### src/rtl/video_timing_pkg.sv
// ----------------------------------------------------------------------------
// video_timing_pkg
// Shared definitions for the video timing path (sync generator and the
// frame-buffer reader): the frame-lock state type plus helpers that derive
// line/frame totals and counter widths from the porch/sync/active sizes.
// No ports (package).
// ----------------------------------------------------------------------------
package video_timing_pkg;

    // Frame-lock state of the sync generator's stream interface.
    typedef enum logic [0:0] {
        SEEK   = 1'b0,
        LOCKED = 1'b1
    } lock_state_e;

    // Total clocks per line (or lines per frame) from its four segments.
    function automatic int unsigned timing_total(input int unsigned sync_w,
                                                 input int unsigned bp_w,
                                                 input int unsigned act_w,
                                                 input int unsigned fp_w);
        return sync_w + bp_w + act_w + fp_w;
    endfunction

    // Bits needed to count 0..total-1; never less than one bit.
    function automatic int unsigned cnt_width(input int unsigned total);
        if (total <= 32'd1) begin
            return 32'd1;
        end else begin
            return $clog2(total);
        end
    endfunction

endpackage

### src/rtl/video_timing_cnt.sv
// ----------------------------------------------------------------------------
// video_timing_cnt
// Free-running horizontal/vertical position counters and the region decode
// derived from them. Line and frame order: sync, back porch, active, front
// porch. All outputs are combinational from the current counter values.
// Ports:
//   clk, rst_n  : pixel clock, asynchronous active-low reset
//   sync_h      : h_cnt inside the HD pulse
//   sync_v      : v_cnt inside the VD pulse
//   act         : current position is a visible pixel
//   first       : current position is pixel (0,0) of the visible area
// ----------------------------------------------------------------------------
module video_timing_cnt
    import video_timing_pkg::*;
#(
    parameter int unsigned H_ACTIVE = 480,
    parameter int unsigned H_FP     = 2,
    parameter int unsigned H_SYNC   = 41,
    parameter int unsigned H_BP     = 2,
    parameter int unsigned V_ACTIVE = 272,
    parameter int unsigned V_FP     = 2,
    parameter int unsigned V_SYNC   = 10,
    parameter int unsigned V_BP     = 2
) (
    input  logic clk,
    input  logic rst_n,
    output logic sync_h,
    output logic sync_v,
    output logic act,
    output logic first
);

    localparam int unsigned H_TOTAL = timing_total(H_SYNC, H_BP, H_ACTIVE, H_FP);
    localparam int unsigned V_TOTAL = timing_total(V_SYNC, V_BP, V_ACTIVE, V_FP);
    localparam int unsigned HW      = cnt_width(H_TOTAL);
    localparam int unsigned VW      = cnt_width(V_TOTAL);

    localparam logic [HW-1:0] H_LAST_C  = HW'(H_TOTAL - 32'd1);
    localparam logic [HW-1:0] H_SYNC_C  = HW'(H_SYNC);
    localparam logic [HW-1:0] H_ACT_S_C = HW'(H_SYNC + H_BP);
    localparam logic [HW-1:0] H_ACT_E_C = HW'(H_SYNC + H_BP + H_ACTIVE);
    localparam logic [VW-1:0] V_LAST_C  = VW'(V_TOTAL - 32'd1);
    localparam logic [VW-1:0] V_SYNC_C  = VW'(V_SYNC);
    localparam logic [VW-1:0] V_ACT_S_C = VW'(V_SYNC + V_BP);
    localparam logic [VW-1:0] V_ACT_E_C = VW'(V_SYNC + V_BP + V_ACTIVE);

    logic [HW-1:0] h_cnt_r;
    logic [VW-1:0] v_cnt_r;
    logic          act_h_s;
    logic          act_v_s;

    // Position counters: h wraps every line, v advances on each h wrap.
    always_ff @(posedge clk or negedge rst_n) begin
        if (!rst_n) begin
            h_cnt_r <= {HW{1'b0}};
            v_cnt_r <= {VW{1'b0}};
        end else if (h_cnt_r == H_LAST_C) begin
            h_cnt_r <= {HW{1'b0}};
            if (v_cnt_r == V_LAST_C) begin
                v_cnt_r <= {VW{1'b0}};
            end else begin
                v_cnt_r <= v_cnt_r + VW'(1);
            end
        end else begin
            h_cnt_r <= h_cnt_r + HW'(1);
        end
    end

    assign act_h_s = (h_cnt_r >= H_ACT_S_C) && (h_cnt_r < H_ACT_E_C);
    assign act_v_s = (v_cnt_r >= V_ACT_S_C) && (v_cnt_r < V_ACT_E_C);

    assign sync_h = (h_cnt_r < H_SYNC_C);
    assign sync_v = (v_cnt_r < V_SYNC_C);
    assign act    = act_h_s && act_v_s;
    assign first  = act_h_s && act_v_s && (h_cnt_r == H_ACT_S_C) && (v_cnt_r == V_ACT_S_C);

endmodule

### src/rtl/video_sync_gen_p.sv
// ----------------------------------------------------------------------------
// video_sync_gen_p
// Parametrised panel timing generator with a valid/ready/sop pixel stream.
// The stream is locked to the frame by waiting for a start-of-packet word at
// the first visible pixel; underflow or a misplaced sop drops the lock and
// the block re-seeks on its own. Timing never stalls on the stream.
// Ports:
//   clk, reset_n            : pixel clock, asynchronous active-low reset
//   in_data/valid/sop/ready : pixel stream from the frame-buffer reader
//   rgb_out                 : pixel out, zero when blank or on error
//   hd, vd                  : syncs at HS_POL / VS_POL active level
//   den                     : data enable, active-high
//   underflow, sop_err      : one-cycle error pulses
// hd/vd/den/rgb_out/underflow/sop_err are registered (one clock behind the
// counters); in_ready is combinational and never depends on in_data.
// ----------------------------------------------------------------------------
module video_sync_gen_p
    import video_timing_pkg::*;
#(
    parameter int unsigned DATA_W   = 8,
    parameter int unsigned H_ACTIVE = 480,
    parameter int unsigned H_FP     = 2,
    parameter int unsigned H_SYNC   = 41,
    parameter int unsigned H_BP     = 2,
    parameter int unsigned V_ACTIVE = 272,
    parameter int unsigned V_FP     = 2,
    parameter int unsigned V_SYNC   = 10,
    parameter int unsigned V_BP     = 2,
    parameter bit          HS_POL   = 1'b0,
    parameter bit          VS_POL   = 1'b0
) (
    input  logic              clk,
    input  logic              reset_n,
    input  logic [DATA_W-1:0] in_data,
    input  logic              in_valid,
    input  logic              in_sop,
    output logic              in_ready,
    output logic [DATA_W-1:0] rgb_out,
    output logic              hd,
    output logic              vd,
    output logic              den,
    output logic              underflow,
    output logic              sop_err
);

    if ((DATA_W < 32'd1) || (H_ACTIVE < 32'd1) || (H_FP < 32'd1) ||
        (H_SYNC < 32'd1) || (H_BP < 32'd1) || (V_ACTIVE < 32'd1) ||
        (V_FP < 32'd1) || (V_SYNC < 32'd1) || (V_BP < 32'd1)) begin : g_param_check
        $error("video_sync_gen_p: DATA_W and all timing parameters must be >= 1");
    end

    logic        sync_h_s;
    logic        sync_v_s;
    logic        act_s;
    logic        first_s;
    lock_state_e state_r;
    lock_state_e state_nxt_s;
    logic        in_ready_s;
    logic        show_s;
    logic        uf_s;
    logic        se_s;

    logic [DATA_W-1:0] rgb_r;
    logic              hd_r;
    logic              vd_r;
    logic              den_r;
    logic              uf_r;
    logic              se_r;

    video_timing_cnt #(
        .H_ACTIVE (H_ACTIVE),
        .H_FP     (H_FP),
        .H_SYNC   (H_SYNC),
        .H_BP     (H_BP),
        .V_ACTIVE (V_ACTIVE),
        .V_FP     (V_FP),
        .V_SYNC   (V_SYNC),
        .V_BP     (V_BP)
    ) u_cnt (
        .clk    (clk),
        .rst_n  (reset_n),
        .sync_h (sync_h_s),
        .sync_v (sync_v_s),
        .act    (act_s),
        .first  (first_s)
    );

    // Lock state register.
    always_ff @(posedge clk or negedge reset_n) begin
        if (!reset_n) begin
            state_r <= SEEK;
        end else begin
            state_r <= state_nxt_s;
        end
    end

    // Next lock state: lock on a sop at the first pixel, drop on any
    // active-pixel fault (missing data or sop out of place).
    always_comb begin
        state_nxt_s = state_r;
        case (state_r)
            SEEK: begin
                if (first_s && in_valid && in_sop) begin
                    state_nxt_s = LOCKED;
                end else begin
                    state_nxt_s = SEEK;
                end
            end
            LOCKED: begin
                if (act_s && (!in_valid || (in_sop != first_s))) begin
                    state_nxt_s = SEEK;
                end else begin
                    state_nxt_s = LOCKED;
                end
            end
            default: state_nxt_s = SEEK;
        endcase
    end

    // Stream handshake and per-pixel decisions. In SEEK everything but a
    // sop is drained so the sop reaches the head; the sop itself is taken
    // only at the first pixel. In LOCKED a sop showing up mid-frame is left
    // at the head so the next frame can lock onto it.
    always_comb begin
        in_ready_s = 1'b0;
        show_s     = 1'b0;
        uf_s       = 1'b0;
        se_s       = 1'b0;
        case (state_r)
            SEEK: begin
                in_ready_s = !(in_valid && in_sop) || first_s;
                show_s     = first_s && in_valid && in_sop;
            end
            LOCKED: begin
                in_ready_s = act_s && !(in_valid && in_sop && !first_s);
                if (act_s) begin
                    if (!in_valid) begin
                        uf_s = 1'b1;
                    end else if (in_sop != first_s) begin
                        se_s = 1'b1;
                    end else begin
                        show_s = 1'b1;
                    end
                end else begin
                    show_s = 1'b0;
                end
            end
            default: begin
                in_ready_s = 1'b0;
                show_s     = 1'b0;
            end
        endcase
    end

    assign in_ready = in_ready_s;

    // Output registers: everything visible lags the counters by one clock.
    always_ff @(posedge clk or negedge reset_n) begin
        if (!reset_n) begin
            hd_r  <= ~HS_POL;
            vd_r  <= ~VS_POL;
            den_r <= 1'b0;
            rgb_r <= {DATA_W{1'b0}};
            uf_r  <= 1'b0;
            se_r  <= 1'b0;
        end else begin
            hd_r  <= sync_h_s ? HS_POL : ~HS_POL;
            vd_r  <= sync_v_s ? VS_POL : ~VS_POL;
            den_r <= act_s;
            rgb_r <= show_s ? in_data : {DATA_W{1'b0}};
            uf_r  <= uf_s;
            se_r  <= se_s;
        end
    end

    assign rgb_out   = rgb_r;
    assign hd        = hd_r;
    assign vd        = vd_r;
    assign den       = den_r;
    assign underflow = uf_r;
    assign sop_err   = se_r;

endmodule
### config.mk
export PLATFORM = sky130hd
export DESIGN_NAME = video_sync_gen_p
export DESIGN_NICKNAME = d
export VERILOG_FILES = /design/src/rtl/video_timing_pkg.sv /design/src/rtl/video_timing_cnt.sv /design/src/rtl/video_sync_gen_p.sv
export SDC_FILE = /design/constraint.sdc
export NUM_CORES = 1
export LEC_CHECK = 0
export BUFFER_PORTS_ARGS = -buffer_cell sky130_fd_sc_hd__buf_4
export CAP_MARGIN = 20
export CORE_UTILIZATION = 35
export CTS_BUF_LIST = sky130_fd_sc_hd__clkbuf_16
export DETAILED_ROUTE_END_ITERATION = 8
export PLACE_DENSITY_LB_ADDON = 0.15
export SYNTH_ARGS = -nofsm -noshare
export SYNTH_HDL_FRONTEND = slang
export SYNTH_SLANG_ARGS = --single-unit
export TNS_END_PERCENT = 50
### constraint.sdc
create_clock -name clk -period 5 [get_ports clk]
set_input_delay 0.75 -clock clk [delete_from_list [all_inputs] [get_ports clk]]
set_output_delay 0.75 -clock clk [all_outputs]
set_load 0.05 [all_outputs]
### Yosys cells after proc, flatten, opt, wreduce, memory -nomap -nowiden

Index checks and enable logic that the tools add are counted.
Widths: inputs -> output; s select.

| storage, ports and cells | value |
|---|---|
| logic and storage cells | 60 |
| input port bits | 12 |
| output and inout port bits | 14 |
| register bits after elaboration | 33 |

| operators by class | value |
|---|---|
| $lt $le $gt $ge | 6 |
| bitwise gates (word level) | 1 |
| muxes and demuxes | 20 |
| add/sub/neg operators | 2 |
| equal/unequal tests | 5 |
| reduce and logical (&&, ||, !) cells | 17 |

Operator list:

| operator | count |
|---|---|
| $mux 1 | 14 |
| $logic_and 1x1->1 | 11 |
| $add 10x1->10 const B | 1 |
| $eq 10x10->1 const B | 1 |
| $eq 10x6->1 const B | 1 |
| $ge 10x6->1 const B | 1 |
| $lt 10x10->1 const B | 1 |
| $lt 10x6->1 const B | 1 |
| $mux 10 | 1 |
| $add 9x1->9 const B | 1 |
| $eq 9x4->1 const B | 1 |
| $eq 9x9->1 const B | 1 |
| $ge 9x4->1 const B | 1 |
| $lt 9x4->1 const B | 1 |
| $lt 9x9->1 const B | 1 |
| $mux 9 | 1 |
| $mux 8 | 1 |
| $pmux 1 s2 | 3 |
| $logic_not 1->1 | 4 |
| $logic_or 1x1->1 | 2 |
| $ne 1x1->1 | 1 |
| $not 1->1 | 1 |

### Depth between registers and ports, before layout

| logic depth | value |
|---|---|
| word-level depth | 11 |
| depth in mapped cells | 8 |
| gate-level depth less buffers | 7 |

### By module

From an unflattened synthesis, not the netlist that was laid out.

| unflattened totals | value |
|---|---|
| cell total of the unflattened synthesis | 165 |
| area, all modules | 1607.8 um2 |

By module, submodules not included:

| module | area an instance (um2) | cells each | times used | seq. area each (um2) |
|---|---|---|---|---|
| video_timing_cnt | 1092.3 | 119 | 1 | 475.5 |
| video_sync_gen_p | 515.5 | 46 | 1 | 352.8 |

### Worst setup path before layout

No wires, ideal clock.

| timing | value |
|---|---|
| kind | reg-to-output |
| from | register u_cnt.h_cnt_r[7] |
| to | output port in_ready |
| cell stages (with the launch flop) | 5 |
| path buffers | 0 |
| required time | 4.250 ns |
| setup slack | 2.064 ns |
| arrival | 2.186 ns |
| cell sequence | dfrtp_1 > or3_1 > o41ai_1 > nand4_1 > a21oi_1 |

| on the way | value |
|---|---|
| longest elaborated chain between the ends | 10 |
| elaborated cells between the ends (all ways) | 13 |
| those cells by class | order compare (2); eq/ne (1); mux (1); reduce/logical (9) |

RTL lines:

| what | RTL line | RTL |
|---|---|---|
| start: declaration | video_timing_cnt.sv:47 | `logic [HW-1:0] h_cnt_r;` |
| start signal: assignment | video_timing_cnt.sv:55 | `h_cnt_r <= {HW{1'b0}};` |
| start signal: assignment | video_timing_cnt.sv:58 | `h_cnt_r <= {HW{1'b0}};` |
| start signal: assignment | video_timing_cnt.sv:65 | `h_cnt_r <= h_cnt_r + HW'(1);` |
| $ge 10x6->1 / $lt 10x10->1 (equally long branches) | video_timing_cnt.sv:69 | `assign act_h_s = (h_cnt_r >= H_ACT_S_C) && (h_cnt_r < H_ACT_E_C);` |
| $logic_and 1x1->1 | video_timing_cnt.sv:69 |  |
| $logic_and 1x1->1 | video_timing_cnt.sv:74, video_timing_cnt.sv:75 |  |
| $logic_and 1x1->1 (2 in a row) | video_timing_cnt.sv:75 | `assign first = act_h_s && act_v_s && (h_cnt_r == H_ACT_S_C) && (v_cnt_r == V_ACT_S_C);` |
| $logic_not 1->1 | video_sync_gen_p.sv:135 | `in_ready_s = act_s && !(in_valid && in_sop && !first_s);` |
| $logic_and 1x1->1 | video_sync_gen_p.sv:135 |  |
| $logic_not 1->1 | video_sync_gen_p.sv:135 |  |
| $logic_and 1x1->1 | video_sync_gen_p.sv:135 |  |
| $pmux 1 s2 * | video_sync_gen_p.sv:129 | `case (state_r)` |
| end: declaration | video_sync_gen_p.sv:37 | `output logic in_ready,` |

Every way passes the cells marked *; elsewhere a longest branch is shown, timed or not.

### Worst setup path in the final report

| timing | value |
|---|---|
| from | register u_cnt.h_cnt_r[0] |
| to | output port in_ready |

The elaborated chain is that of the path after synthesis.

==> parameters.txt <==
Parameter                              Value

Run status
  Status ... finished, final reports clean

Power
  Leakage dissipation ... 0.0009415 uW
  Clock power share ... between 40% and 50%
  Power Density ... 282.6 nW/um^2
  Final Power ... approximately 560 uW
  Gate power share ... between 2 and 2.5%
  Sw power ... 107.8 uW
  Max VDD drop ... between 0.1 and 0.15 mV
  Net switching fraction of the power ... between 15 and 20%
  Part of the power in registers ... a little under half
  Internal power contribution ... 453.0 uW

Clocking
  CTS Sinks ... 33
  Number of buffers inserted during clock tree synthesis ... 5
  Hold-fix buffer count after cts ... 0
  CTS tree ... built
  Clock latency of the later-clocked register in the worst-skew pair ... 0.27 ns
  Clk slew on worst S/H paths ... about 0.050 ns
  Number of gates resized after cts ... 0
  Root buffer cell ... sky130_fd_sc_hd__clkbuf_16
  Maximum buffer depth of the clock tree ... 2
  H-tree depth ... 2
  Buffer count from post-CTS setup fixing ... 0

GRT
  Wire length of the first global-routing pass ... 5727 um
  Pin count of the biggest net entering global routing ... 34
  Global route total overflow ... 0
  Vias in the first global route ... 1200
  Number of antenna violations at the first check in global routing ... 0
  Total Routing Usage GR ... 15.08%

Route
  1st-iter DRT viols ... around 140
  Drt drc ... 0
  Post-DRT Antenna Nets ... 0
  Via-per-instance ratio ... ~5.2
  TritonRoute pass-1 iters ... 4
  Total detailed-routing wirelength ... 3225 um
  Wirelength per Cell ... ~13 um
  Vias after detailed routing ... around 1300

Critical path
  Critical Path RT ... between 4 and 5 ns
  Chain of cells forming the critical path ... ha_1, o21a_1, o41ai_1, nand4_1, a21oi_1, buf_4
  Worst Path Buf+Inv ... 1
  CP endpoint kind ... output pin
  Critical path data arrival time ... ~2.2 ns
  Family of cells with the greatest summed delay on the critical path ... compound AO/OA/AOI/OAI gates
  Startpoint Class ... flop
  Maximum single-stage delay on the critical path ... between 0.4 and 0.5 ns
  Slowest cell on the critical path ... sky130_fd_sc_hd__dfrtp_1
  Type of the worst setup path ... flop to output pin
  Critical Path Fanout Max ... 6

Logic synthesis
  Synthesized-area fraction occupied by and/or/nand/nor cells ... 25.25%
  Largest family of logic cells by synthesized area ... simple AND/OR/NAND/NOR gates
  Dominant cell type by area after synthesis ... sky130_fd_sc_hd__dfrtp_1
  Leading register cell type out of synthesis ... sky130_fd_sc_hd__dfrtp_1
  Post-synthesis compound-gate area fraction ... about 12%
  Proportion of netlist area held by the largest area contributor ... about half
  EDFF count, synth ... 0
  Share of synthesized area spent on multiplexers ... 0%
  Sequential element share of the synthesized area ... between 50% and 60%
  Main area contributors after synthesis ... sky130_fd_sc_hd__dfrtp_1, sky130_fd_sc_hd__o21ai_0, sky130_fd_sc_hd__and2_1
  Post-synthesis cell area ... between 1500 and 2000 um^2
  Average cell area after synthesis ... ~10 um^2
  Synthesized netlist cell count ... 159
  Async set or reset register ratio after synthesis ... 100.0%
  XOR/XNOR Fraction of Synth Area ... ~4.9%
  Adder-cell share of the synthesized area ... 3.897%
  Synth cell types ... 33
  Post-synthesis net count ... between 150 and 200
  Synthesis Warnings ... 0
  Number of flip-flops and latches in the synthesized netlist ... 33
  Leading cell type by number of instances after synthesis ... sky130_fd_sc_hd__dfrtp_1
  Commonest cells in the netlist ... sky130_fd_sc_hd__dfrtp_1, sky130_fd_sc_hd__o21ai_0, sky130_fd_sc_hd__nand2_1

Cells and area
  Layout Nets ... 204
  Reg area ... just over 800 um^2
  Final cell utilization of the core ... 45.26%
  Antenna fix cells ... 0
  Fraction of final layout cells sized beyond drive strength 1 ... between 10% and 20%
  Area growth, synth to finish ... 23.62%
  Area of combinational cells with multiple inputs ... approximately 740 um^2
  Filler Cell Count ... 427

STA
  Slew of the pin with the lowest slew margin ... slightly below 1 ns
  Share of the cycle needed by the critical path after routing ... between 50 and 60%
  Clock Skew ... roughly 0.0052 ns
  Finish-stage setup viols ... 0
  RSZ-0062 raised after global routing ... false
  Total Neg Setup Slack ... 0 ns
  Min Hold Slack ... 0.4093 ns
  Final Hold Viols ... 0
  Fmax ... 338.4 MHz
  Slew Limit Fails ... 0
  Final critical path time including I/O delays and setup ... 2.955 ns
  Worst slew margin ... roughly a third

Die
  Vert. Die Dim ... 69.73 um
  Die Wd ... 69.73 um
  Std-Cell Core Area ... 4384 um^2
  Starting density of the core ... roughly 37%
  Top-Level Pins ... 26
  Standard-cell row count ... 24
  Die area ... between 4000 and 5000 um^2

Place
  Estimated wirelength of the detail-placed design ... roughly 2400 um
  GPL Wtd Cong ... 0.8288
  Number of port buffers ... 25

Job
  Max Cap Viol ... 0

Min path
  Path type of the worst min-delay path ... input pin to asynchronous set/reset pin
[per-stage QoR]
step	cell area (um^2)	cells	setup WS, ns
5_1_grt	1984	240	1.873
4_1_cts	1984	240	2.013
2_1_floorplan	1605	159	2.064
3_3_place_gp	1847	232	2.369
6_report	1984	240	2.045
3_5_place_dp	1847	232	2.318
[layer usage]
layer  routed length, um  share of wire (%)  GRT usage (%)  vias up
li1                    -                  -              -      624
met1                1563                 48          20.69      591
met2                1418                 44          22.33       34
met3                 191                5.9          4.942        7
met4                  52                1.6          5.333        0
met5                   0                  0              0        -
[cells in the final DEF (no fill, tap or decap), types with 5 or more instances in the layout]
cell type and n:
sky130_fd_sc_hd__buf_4 26, sky130_fd_sc_hd__clkbuf_16 5, sky130_fd_sc_hd__nor2_1 9, sky130_fd_sc_hd__xor2_1 5
sky130_fd_sc_hd__nand2_1 12, sky130_fd_sc_hd__and2_1 10, sky130_fd_sc_hd__dfrtp_1 31, sky130_fd_sc_hd__ha_1 5
sky130_fd_sc_hd__o21ai_0 14, sky130_fd_sc_hd__nand3_1 10, sky130_fd_sc_hd__inv_1 5
[cell families (layout without fill, tap and decap cells)]
family,Yosys count,in the layout
compound gates,30,30
xor+xnor,9,9
fa+ha+maj,5,5
buf+inv,10,39
flops,33,33
simple gates,72,72
[final timing paths]
| path | startpoint | depth (start not counted) | slack, ns | to |
|---|---|---|---|---|
| setup / recovery | u_cnt.h_cnt_r[0] | 6 | 2.04 | in_ready |
| hold / removal | reset_n | 1 | 0.41 | u_cnt.v_cnt_r[7] |
| setup reg to reg | u_cnt.h_cnt_r[7] | 5 | 2.49 | rgb_out[1] |
| hold reg to reg | u_cnt.v_cnt_r[4] | 1 | 0.52 | u_cnt.v_cnt_r[4] |
| max in group asynchronous | reset_n | 1 | 4.25 | hd |
| min in group clk | u_cnt.v_cnt_r[4] | 1 | 0.52 | u_cnt.v_cnt_r[4] |
[layout make-up]
cell class / count / share of cell area [%]
Sequential cell: 33 / 41.74
Multi-Input combinational cell: 116 / 37.26
Timing Repair Buffer: 26 / 9.836
Clock buffer: 5 / 6.305
Tap cell: 52 / 3.279
Inverter: 5 / 0.9458
Clock inverter: 3 / 0.6305
[power groups by stage]
stage                     logic [uW]  registers (uW)  clock network (uW)
after CTS                       14.2             267                 289
after floorplan                 1.44             272                   0
after detailed placement        14.1             272                   0
after global routing            15.6             267                 301
final                           13.5             268                 280
after global placement          13.7             272                   0
[sequential cells by signal, summed over array words and instances (netlist names)]
register and flops:
u_cnt.h_cnt_r 10, sop_err 1, underflow 1, state_r 1, u_cnt.v_cnt_r 9, rgb_out 8, vd 1, hd 1
den 1
Power figures use the tool's default switching activity.
